`config.mk`:
```
export PLATFORM = sky130hd
export DESIGN_NAME = burst_impulse_gen
export DESIGN_NICKNAME = d
export VERILOG_FILES = /design/src/rtl/burst_impulse_gen_pkg.sv /design/src/rtl/impulse_timer.sv /design/src/rtl/burst_impulse_gen.sv
export SDC_FILE = /design/constraint.sdc
export NUM_CORES = 1
export LEC_CHECK = 0
export ABC_AREA = 1
export CORE_UTILIZATION = 45
export DETAILED_ROUTE_END_ITERATION = 8
export PLACE_DENSITY_LB_ADDON = 0.15
export SKIP_CTS_REPAIR_TIMING = 1
export SYNTH_ARGS = -nofsm -noshare
export SYNTH_HDL_FRONTEND = slang
export SYNTH_SLANG_ARGS = --single-unit
```
`constraint.sdc`:
```
create_clock -name i_Clk -period 2.6 [get_ports i_Clk]
set_clock_uncertainty 0.1 [all_clocks]
set_input_delay 0.52 -clock i_Clk [delete_from_list [all_inputs] [get_ports i_Clk]]
set_output_delay 0.52 -clock i_Clk [all_outputs]
set_load 0.01 [all_outputs]
```
`src/rtl/burst_impulse_gen_pkg.sv`:
```
// Shared definitions for the impulse-source family: FSM state encoding and the
// ns-to-cycles conversion used to size pulse and gap timers.
`timescale 1ns/1ps
package burst_impulse_gen_pkg;

    typedef enum logic [1:0] {
        ST_IDLE  = 2'd0,
        ST_PULSE = 2'd1,
        ST_GAP   = 2'd2
    } state_t;

    // Rounds up, and never returns less than one cycle so a tiny duration still
    // produces a visible pulse.
    function automatic int ns_to_cyc(input int ns, input int period);
        int cyc;
        cyc = (ns + period - 1) / period;
        return (cyc < 1) ? 1 : cyc;
    endfunction

    function automatic int max_int(input int a, input int b);
        return (a > b) ? a : b;
    endfunction

endpackage

```
`src/rtl/impulse_timer.sv`:
```
// Loadable down-counter: i_Load sets the count, o_Expire flags the last cycle
// of the loaded interval. Counts down to 1 and holds there.
`timescale 1ns/1ps
module impulse_timer #(
    parameter int WIDTH = 4
) (
    input  logic             i_Clk,
    input  logic             i_Rst_L,
    input  logic             i_Load,
    input  logic [WIDTH-1:0] i_Value,
    output logic             o_Expire
);

    logic [WIDTH-1:0] r_count;

    // NOTE: sequential state uses non-blocking assignments so every register
    // samples the pre-edge values, independent of statement order.
    always_ff @(posedge i_Clk or negedge i_Rst_L) begin
        if (!i_Rst_L) begin
            r_count <= '0;
        end else if (i_Load) begin
            r_count <= i_Value;
        end else if (r_count > WIDTH'(1)) begin
            r_count <= r_count - WIDTH'(1);
        end
    end

    assign o_Expire = (r_count == WIDTH'(1));

endmodule

```
`src/rtl/burst_impulse_gen.sv`:
```
// Burst impulse source: N equal-width impulses separated by a fixed gap, single
// or continuous, with a ready/done handshake toward the measurement controller.
`timescale 1ns/1ps
module burst_impulse_gen
    import burst_impulse_gen_pkg::*;
#(
    parameter int CLK_PERIOD_NS = 20,
    parameter int PULSE_NS      = 150,
    parameter int GAP_NS        = 300,
    parameter int MAX_PULSES    = 8,
    parameter int NW            = $clog2(MAX_PULSES + 1)
) (
    input  logic          i_Clk,
    input  logic          i_Rst_L,
    input  logic          i_Enable,
    input  logic          i_Start,
    input  logic [NW-1:0] i_Num_Pulses,
    input  logic          i_Continuous,
    output logic          o_impulse,
    output logic          o_ready,
    output logic          o_busy,
    output logic          o_done,
    output logic [NW-1:0] o_pulse_idx
);

    localparam int PULSE_CYC = ns_to_cyc(PULSE_NS, CLK_PERIOD_NS);
    localparam int GAP_CYC   = ns_to_cyc(GAP_NS, CLK_PERIOD_NS);
    localparam int CW        = $clog2(max_int(PULSE_CYC, GAP_CYC) + 1);

    state_t        r_state;
    logic          r_impulse;
    logic          r_ready;
    logic          r_busy;
    logic          r_done;
    logic          r_cont;
    logic [NW-1:0] r_num;
    logic [NW-1:0] r_pulse_idx;

    logic          w_expire;
    logic          w_start;
    logic          w_last;
    logic          w_pulse_to_gap;
    logic          w_gap_end;
    logic          w_load;
    logic [CW-1:0] w_load_val;
    logic [NW-1:0] w_num_clamped;

    assign w_num_clamped  = (i_Num_Pulses > NW'(MAX_PULSES)) ? NW'(MAX_PULSES) : i_Num_Pulses;
    assign w_start        = (r_state == ST_IDLE) && i_Enable && r_ready && i_Start
                            && (i_Num_Pulses != '0);
    assign w_last         = (r_pulse_idx == r_num - NW'(1));
    // A continuous burst keeps going only while the live i_Continuous still agrees.
    assign w_pulse_to_gap = (r_state == ST_PULSE) && w_expire
                            && (!w_last || (r_cont && i_Continuous));
    assign w_gap_end      = (r_state == ST_GAP) && w_expire;
    assign w_load         = i_Enable && (w_start || w_gap_end || w_pulse_to_gap);
    assign w_load_val     = w_pulse_to_gap ? CW'(GAP_CYC) : CW'(PULSE_CYC);

    impulse_timer #(
        .WIDTH (CW)
    ) u_timer (
        .i_Clk    (i_Clk),
        .i_Rst_L  (i_Rst_L),
        .i_Load   (w_load),
        .i_Value  (w_load_val),
        .o_Expire (w_expire)
    );

    always_ff @(posedge i_Clk or negedge i_Rst_L) begin
        if (!i_Rst_L) begin
            r_state     <= ST_IDLE;
            r_impulse   <= 1'b0;
            r_ready     <= 1'b0;
            r_busy      <= 1'b0;
            r_done      <= 1'b0;
            r_cont      <= 1'b0;
            r_num       <= '0;
            r_pulse_idx <= '0;
        end else begin
            r_done <= 1'b0;
            if (!i_Enable) begin
                // Abort: index is kept so the controller can see how far it got.
                r_state   <= ST_IDLE;
                r_impulse <= 1'b0;
                r_busy    <= 1'b0;
                r_ready   <= 1'b0;
            end else begin
                case (r_state)
                    ST_IDLE: begin
                        if (w_start) begin
                            r_state     <= ST_PULSE;
                            r_impulse   <= 1'b1;
                            r_busy      <= 1'b1;
                            r_ready     <= 1'b0;
                            r_pulse_idx <= '0;
                            r_num       <= w_num_clamped;
                            r_cont      <= i_Continuous;
                        end else begin
                            r_ready <= 1'b1;
                        end
                    end
                    ST_PULSE: begin
                        if (w_expire) begin
                            r_impulse <= 1'b0;
                            if (w_last) begin
                                r_cont <= i_Continuous;
                            end
                            if (w_pulse_to_gap) begin
                                r_state <= ST_GAP;
                            end else begin
                                r_state <= ST_IDLE;
                                r_busy  <= 1'b0;
                                r_done  <= 1'b1;
                            end
                        end
                    end
                    ST_GAP: begin
                        if (w_expire) begin
                            r_state     <= ST_PULSE;
                            r_impulse   <= 1'b1;
                            r_pulse_idx <= w_last ? '0 : r_pulse_idx + NW'(1);
                        end
                    end
                    default: r_state <= ST_IDLE;
                endcase
            end
        end
    end

    assign o_impulse   = r_impulse;
    assign o_ready     = r_ready;
    assign o_busy      = r_busy;
    assign o_done      = r_done;
    assign o_pulse_idx = r_pulse_idx;

endmodule

```
Word level (Yosys, flattened, before mapping):

Index checks and enable logic that the tools add are counted.

* flip-flop bits (word level): 19
* bits in latches: 0
* RAM bits: 0
* memory bits (read-only): 0
* input bits: 9
* memories kept: 0

* add/sub/neg operators: 3
* $mul: 0
* div/mod/pow operators: 0
* magnitude comparators: 2
* equality and inequality tests: 15
* shift operators: 0
* muxes and demuxes: 34
* bitwise logic cells: 0
* reductions and logical operators: 24

Operator list (count)
* 4-bit two-way mux: 6
* 1-bit two-way mux: 17
* 3-bit != test (second input constant): 4
* 4-bit AND reduction: 3
* 2-bit two-way mux: 5
* 1-bit logical AND: 9
* 2-bit != test (second input constant): 4
* 4-bit one-hot mux with 2 select lines: 1
* 4-bit by 1-bit subtractor with 4-bit output (second input constant): 2
* 2-bit one-hot mux with 3 select lines: 1
* 3-bit AND reduction: 2
* 2-bit nonzero test: 3
* 5-bit AND reduction: 1
* 4-bit by 1-bit adder with 4-bit output (second input constant): 1
* 4-bit by 1-bit == test with 1-bit output (second input constant): 1
* 4-bit == test: 1
* 4-bit by 1-bit greater-than comparator with 1-bit output (second input constant): 1
* 4-bit greater-than comparator (second input constant): 1
* 4-bit by 1-bit != test with 1-bit output (second input constant): 1
* 1-bit one-hot mux with 2 select lines: 2
* 4-bit nonzero test: 1
* 1-bit logical OR: 3
* 3-bit two-way mux: 1
* 3-bit by 1-bit != test with 1-bit output (second input constant): 1
* other kinds (6): 6

Depth between registers and ports, before layout:

Gate-level depths: netlist (run 1).

* depth in word-level cells: 9
* gate-level depth with buffers: 13
* gate-level depth less buffers: 13

Hierarchy:

Synthesis (run 1) repeated with hierarchy kept, for this count alone.

* cells, all modules: 173
* area total of the unflattened synthesis: 1247.4 µm²

By module, submodules not included
* burst_impulse_gen: times used 1, cells each 133, area an instance 977.2 µm²
* impulse_timer: times used 1, cells each 40, area an instance 270.3 µm²

Worst setup path after synthesis (run 1):

Ideal clock, no wire load.

* kind: reg2reg
* start point: register r_state[0]
* end point: register r_impulse (netlist: o_impulse)
* library setup time: 0.119 ns
* arrival time: 1.435 ns
* required time: 2.381 ns
* path slack: 0.946 ns
* cell stages (with the launch flop): 12
* path through: dfrtp_1 inv_1 ha_1 nand2_2 nor2_4 nand2_4 nand3_2 o21ai_2 nor2_4 nand2_2 nand2_1 o21ai_2

* longest elaborated chain between the ends: 7
* elaborated cells between the ends (all ways): 14
* classes of those cells: 6 x eq/ne; 2 x mux; 6 x reduce/logical

Ends and longest elaborated chain
* start, declared: RTL line burst_impulse_gen.sv:30 `state_t r_state;`
* start signal, assigned: RTL line burst_impulse_gen.sv:71 `r_state <= ST_IDLE;`
* start signal, assigned: RTL line burst_impulse_gen.sv:83 `r_state <= ST_IDLE;`
* start signal, assigned: RTL line burst_impulse_gen.sv:91 `r_state <= ST_PULSE;`
* 2-bit zero test: RTL line burst_impulse_gen.sv:49, burst_impulse_gen.sv:88
* 1-bit logical AND (3 in a row): RTL line burst_impulse_gen.sv:49 `assign w_start = (r_state == ST_IDLE) && i_Enable && r_ready && i_Start`
* 1-bit logical AND: RTL line burst_impulse_gen.sv:50 `&& (i_Num_Pulses != '0);`
* 3-bit != test (no line)
* 4-bit AND reduction (no line)
* end signal, assigned: RTL line burst_impulse_gen.sv:72 `r_impulse <= 1'b0;`
* end signal, assigned: RTL line burst_impulse_gen.sv:84 `r_impulse <= 1'b0;`
* end signal, assigned: RTL line burst_impulse_gen.sv:92 `r_impulse <= 1'b1;`
* end, declared: RTL line burst_impulse_gen.sv:31 `logic r_impulse;`

Several ways; a longest one is shown, not always the timed one.
A chain may end at the register's enable or synchronous reset.

Worst setup path in the final report (run 1):

* start point: register r_pulse_idx[3] (netlist: o_pulse_idx[3])
* end point: output port o_pulse_idx[3]

RTL lines
* start, declared: RTL line burst_impulse_gen.sv:37 `logic [NW-1:0] r_pulse_idx;`
* start signal, assigned: RTL line burst_impulse_gen.sv:121 `r_pulse_idx <= w_last ? '0 : r_pulse_idx + NW'(1);`
* end, declared: RTL line burst_impulse_gen.sv:23 `output logic [NW-1:0] o_pulse_idx`

No word-level cell between the ends.

==> impl_metrics.json, run 1 <==
{
  "outcome": "finished, final reports clean",
  "synth_nets": 172,
  "final_hold_viol_count": 0,
  "synthArstFlopShare": 1.00,
  "netlist_top_cells_area": "sky130_fd_sc_hd__dfrtp_1, sky130_fd_sc_hd__nand2_1, sky130_fd_sc_hd__ha_1, sky130_fd_sc_hd__inv_1, sky130_fd_sc_hd__nand3_1",
  "hpwlAfterDp_um": 1860,
  "hold_path_end": "r_cont",
  "timing.final.crit_period_ps": 1980,
  "worst_hold_slack_ps": 388,
  "critPathRequiredTime_ps": 1980,
  "drive_above_1_share": 0.124,
  "hold_path_startpoint": "r_cont",
  "design.final.nets": 194,
  "worstPathBufferInverterCount": 1,
  "yosys-top-cells-count": "sky130_fd_sc_hd__nand2_1, sky130_fd_sc_hd__inv_1, sky130_fd_sc_hd__dfrtp_1",
  "grt_antenna_before_repair": 0,
  "synthesis.yosys.warnings": 0,
  "cpMaxStageDelayCell": "sky130_fd_sc_hd__clkdlybuf4s50_1",
  "fp.dieW_um": 54.4,
  "floorplan.core_area_sq_um": 2540,
  "ctsLongestPathBuffers": 2,
  "post-route-util": 0.575,
  "path_max_fanout": 5,
  "crit_path_class": "reg2out",
  "holdPathStages": 2,
  "period_share": 0.761,
  "cp_top_family": "buffers and inverters",
  "netlist_instances": 156,
  "most_frequently_used_cell_type_in_the_post_synthesis_netlist": "sky130_fd_sc_hd__nand2_1",
  "insertion_delay_of_the_later_clocked_pin_in_the_worst_skew_pair_ps": 300,
  "setup_tns_ps": 0,
  "area_growth_from_synthesis_to_final_layout_pct": 18.4,
  "clock_sink_count": 19,
  "port-buffer-count": 16,
  "rows": 18,
  "drt-total-wl_um": 2360,
  "grt_pass1_vias": 981,
  "max_clock_freq_mhz": 505,
  "cp-start-kind": "register",
  "detail-route-antenna-nets": 0,
  "cp_data_arrival_time_ps": 1360,
  "hold_path_class": "reg2reg",
  "synth_top_area_cell": "sky130_fd_sc_hd__dfrtp_1",
  "timing.final.setup_violations": 0,
  "chipHeight_um": 54.4,
  "grt_pass1_wl_um": 4030,
  "ctsRootBufferMaster": "sky130_fd_sc_hd__clkbuf_4",
  "grt_remaining_overflow": 0,
  "cpPeakStageDelay_ps": 580,
  "synth_sequential_area_ratio": 0.385,
  "vias_per_instance": 4.99,
  "post_synth_num_cell_types": 27,
  "end_kind": "output pin",
  "stdcell_count": 207,
  "number_of_remaining_drc_errors": 0,
  "clkSlewWorstSetupHoldPaths_ps": 110,
  "synthesis.area_sq_um": 1240,
  "io_pins": 17,
  "peakVddDrop_uv": 654,
  "reg2reg_from": "r_num[0]",
  "worst_r2r_endpoint": "u_timer.r_count[0]",
  "first_pass_detailed_route_iteration_total": 4,
  "reg2reg_setup_slack_ps": 740,
  "drt_iter0_markers": 14,
  "cap_viol_max_count": 0,
  "synth_enable_flop_cells": 0,
  "total_of_flip_flops_plus_latches_after_synthesis": 19,
  "power_density_nw_per_um2": 1110,
  "power_leakage_nw": 0.733,
  "dp_cells": 203,
  "worst-slew-pin-transition_ps": 285,
  "yosys_most_used_dff": "sky130_fd_sc_hd__dfrtp_1",
  "place.gp.congestion": 0.786,
  "diodes": 0,
  "grt_start_max_net_pins": 20,
  "slew_violations": 0,
  "cts-htree-levels": 1,
  "grt.total_usage": 0.192,
  "avgRoutedWirePerCell_um": 11.4,
  "tritoncts": "built",
  "path_cells": "clkdlybuf4s50_1",
  "maxSlewHeadroom": 0.809,
  "avgSynthCellArea_sq_um": 7.92,
  "yosys.area.top_type_share": 0.385,
  "grt_setup_unrepaired": "no",
  "route.vias.total": 1033,
  "r2r.worst_path.cells": 10,
  "cts_made_buffers": 3,
  "die_area_sq_um": 2960,
  "starting_density": 0.486
}
layer usage:
| layer | vias up | wire length (um) | track usage |
|---|---|---|---|
| li1 | 543 | - | - |
| met1 | 478 | 1120 | 0.223 |
| met2 | 10 | 1170 | 0.346 |
| met3 | 2 | 61 | 0.0278 |
| met4 | 0 | 12 | 0.0855 |
| met5 | - | 0 | 0 |
cells in the final DEF, fill, tap and decap left out, types with 2 or more instances in the layout:
master,instances
sky130_fd_sc_hd__buf_4,2
sky130_fd_sc_hd__inv_1,20
sky130_fd_sc_hd__clkbuf_4,3
sky130_fd_sc_hd__nand2_1,40
sky130_fd_sc_hd__nand2_2,5
sky130_fd_sc_hd__nor2_1,10
sky130_fd_sc_hd__ha_1,7
sky130_fd_sc_hd__o21ai_0,12
sky130_fd_sc_hd__xor2_1,4
sky130_fd_sc_hd__xnor2_1,2
sky130_fd_sc_hd__dfrtp_1,19
sky130_fd_sc_hd__clkdlybuf4s50_1,16
sky130_fd_sc_hd__nand4_1,5
sky130_fd_sc_hd__o21ai_2,2
sky130_fd_sc_hd__nand3_1,12
sky130_fd_sc_hd__nor2_4,2
sky130_fd_sc_hd__nor3_1,3
registers in the layout, indices dropped and copies added (netlist names):
signal           flops
o_pulse_idx          4
r_num                4
u_timer.r_count      4
r_state              2
o_busy               1
o_done               1
o_impulse            1
o_ready              1
r_cont               1
layout make-up:
| type | count | area [sq um] |
|---|---|---|
| Timing Repair Buffer | 18 | 175 |
| Clock buffer | 4 | 26.3 |
| Fill cell | 242 | 1080 |
| Multi-Input combinational cell | 114 | 664 |
| Sequential cell | 19 | 475 |
| Inverter | 22 | 85.1 |
| Tap cell | 30 | 37.5 |
where the power goes:
part           internal, W  switching, W
logic             0.000395      0.000522
clock network    0.0000598     0.0000975
registers         0.000429      0.000114
kinds of logic (layout without fill, tap and decap cells):
group                    after synthesis  count (layout)  share of synthesized area
AO/OA/AOI/OAI                         18              18                     0.0901
XOR/XNOR                               6               6                     0.0425
adder cells (fa/ha/maj)                7               7                     0.0708
buffers and inverters                 23              44                     0.0779
flip-flops                            19              19                      0.385
AND/OR/NAND/NOR                       83              83                      0.334
metrics by stage:
stage	power, W	setup slack, ps	cell area [sq um]
after global placement	0.00145	560	1440
after floorplan	0.00122	946	1240
after global routing	0.00179	555	1460
final	0.00162	622	1460
after detailed placement	0.00147	534	1440
after CTS	0.00163	599	1460
how the worst max path moves through the flow:
stage                               from                  to  slack [ps]  cells after the start
final                     o_pulse_idx[3]      o_pulse_idx[3]         620                      1
after global routing      o_pulse_idx[3]      o_pulse_idx[3]         560                      1
after global placement          i_Enable           o_impulse         560                     10
after floorplan               r_state[0]           o_impulse         950                     11
after CTS                 o_pulse_idx[3]      o_pulse_idx[3]         600                      1
after detailed placement        i_Enable  u_timer.r_count[0]         530                     10
Power figures use the tool's default switching activity.
==> inputs of run 2 (changes only) <==
==> constraint.sdc (replaced) <==
create_clock -name i_Clk -period 1.7 [get_ports i_Clk]
set_clock_uncertainty 0.1 [all_clocks]
set_input_delay 0.34 -clock i_Clk [delete_from_list [all_inputs] [get_ports i_Clk]]
set_output_delay 0.34 -clock i_Clk [all_outputs]
set_load 0.01 [all_outputs]
==> run 2 against run 1 <==
Net effect:
- global-route usage is 2.1 points higher
- routed wire length is 13% higher
- first-iteration DRC count down 21%
- non-clock buffer count is 26 higher
- total power up 79%
- worst hold slack got worse by 140 ps
- worst setup slack lost 610 ps
- core utilization grew 11 points
- clock power grew 54%
- critical path depth increased by 9
- combinational power is 100% higher
- largest cell class unchanged
==> impl_metrics.json, run 2 (same netlist as run 1, synthesis figures left out) <==
{
  "max_clock_freq_mhz": 592,
  "diodes": 0,
  "drt_iter0_markers": 11,
  "path_max_fanout": 6,
  "dp_cells": 219,
  "cap_viol_max_count": 0,
  "setup_ws_ps": 9.57,
  "tritoncts": "built",
  "routing_usage_on_met2": 0.380,
  "grt_antenna_before_repair": 0,
  "number_of_remaining_drc_errors": 0,
  "grt_pass1_vias": 1044,
  "critPathRequiredTime_ps": 1860,
  "grtUsageMet1": 0.252,
  "power_density_nw_per_um2": 1660,
  "peakVddDrop_uv": 994,
  "insertion_delay_of_the_later_clocked_pin_in_the_worst_skew_pair_ps": 310,
  "detail-route-antenna-nets": 0,
  "timing.final.setup_violations": 0,
  "path_cells": "inv_2, ha_4, xor2_1, nand2_1, nor2_2, nand3_2, nand2_4, buf_6, nand4_1, nand2_1",
  "rows": 18,
  "grt_setup_unrepaired": "yes",
  "crit_path_class": "reg2reg",
  "grt_util_met3": 0.0333,
  "io_pins": 17,
  "most_frequent_cell_on_critical_path": "sky130_fd_sc_hd__nand2_1",
  "period_share": 0.994,
  "layout_common_cells": "sky130_fd_sc_hd__nand2_1, sky130_fd_sc_hd__buf_4, sky130_fd_sc_hd__dfrtp_1",
  "timing.final.crit_period_ps": 1690,
  "dp_slack_ps": -144,
  "hpwlAfterDp_um": 1980,
  "slew_violations": 0,
  "busiest_layer": "met2",
  "grt_start_max_net_pins": 20,
  "chipHeight_um": 54.4,
  "cts_made_buffers": 3,
  "starting_density": 0.486,
  "finish.instance_area_sq_um": 1740,
  "final_hold_viol_count": 0,
  "vias_per_instance": 4.92,
  "area_growth_from_synthesis_to_final_layout_pct": 40.4,
  "hold_path_class": "in2async",
  "die_area_sq_um": 2960,
  "place.gp.congestion": 0.756,
  "power_leakage_nw": 0.953,
  "worst_hold_slack_ps": 249,
  "placed_instance_area_sq_um": 1560,
  "outcome": "finished, final reports clean",
  "avgRoutedWirePerCell_um": 11.5,
  "route.vias.total": 1147,
  "total_power_draw_w": 0.00289,
  "cpPeakStageDelay_ps": 410,
  "worst-slew-pin-transition_ps": 330,
  "grt_pass1_wl_um": 4450,
  "clkSlewWorstSetupHoldPaths_ps": 120,
  "design.final.nets": 220,
  "first_pass_detailed_route_iteration_total": 4,
  "ctsRootBufferMaster": "sky130_fd_sc_hd__clkbuf_4",
  "cpMaxStageDelayCell": "sky130_fd_sc_hd__dfrtp_1",
  "maxSlewHeadroom": 0.778,
  "mostFrequentLayoutCell": "sky130_fd_sc_hd__nand2_1",
  "port-buffer-count": 16,
  "end_kind": "register",
  "stdcell_count": 233,
  "floorplan.core_area_sq_um": 2540,
  "grt.total_usage": 0.214,
  "cp_data_arrival_time_ps": 1850,
  "drt-total-wl_um": 2680,
  "fp.dieW_um": 54.4,
  "cts-htree-levels": 1,
  "cp-start-kind": "register",
  "grt_remaining_overflow": 0,
  "drive_above_1_share": 0.325,
  "clock_sink_count": 19,
  "ctsLongestPathBuffers": 2
}
[run 2: cell count changes in the layout (fill, tap and decap cells not counted), moves of 3 or more]
cell and change:
sky130_fd_sc_hd__ha_1 -4, sky130_fd_sc_hd__buf_4 +25, sky130_fd_sc_hd__dlymetal6s2s_1 +6, sky130_fd_sc_hd__nand2_1 -3, sky130_fd_sc_hd__inv_1 -6, sky130_fd_sc_hd__inv_2 +6
sky130_fd_sc_hd__clkdlybuf4s50_1 -6
[run 2: final timing paths]
| path | startpoint | endpoint | slack [ps] | cells past startpoint |
|---|---|---|---|---|
| max | r_num[0] | u_timer.r_count[1] | 10 | 10 |
| min | i_Rst_L | o_pulse_idx[0] | 250 | 2 |
| max reg2reg | r_num[0] | u_timer.r_count[1] | 10 | 10 |
| min reg2reg | r_cont | r_cont | 390 | 2 |
| max in group asynchronous | i_Rst_L | o_pulse_idx[3] | 1030 | 2 |
| min in group i_Clk | r_cont | r_cont | 390 | 2 |
[run 2: stage by stage]
step / utilization / TNS, ps
after floorplan: - / 0
after global placement: 0.612 / -902
after detailed placement: 0.612 / -1260
after CTS: 0.623 / -614
after global routing: 0.682 / -580
final: 0.682 / 0
[run 2: per-layer routing]
layer / up-vias / wire (um)
met5: - / 0
met4: 0 / 48
met3: 5 / 63
met2: 13 / 1380
met1: 535 / 1190
li1: 594 / -
[run 2: worst max-delay path, delay by kind of cell, from the launching register on]
family                     cells  cell delay (ps)
and+or+nand+nor                6              600
DFF                            1              410
adders and majority gates      1              200
buffers and inverters          2              190
xor gates and xnor gates       1              140
[run 2: power by group]
| group | switching (W) | total [W] | internal (W) |
|---|---|---|---|
| sequential | 0.000161 | 0.000819 | 0.000658 |
| clock | 0.000154 | 0.000242 | 0.0000880 |
| combinational | 0.000948 | 0.00183 | 0.000879 |
[run 2: final cells by class]
cell class,count,area [sq um]
timing repair buffer,44,389
fill,221,810
tap,30,37.5
clock inverter,1,5.00
multi-input combinational,114,719
sequential,19,477
inverter,22,85.1
clock buffer,3,22.5
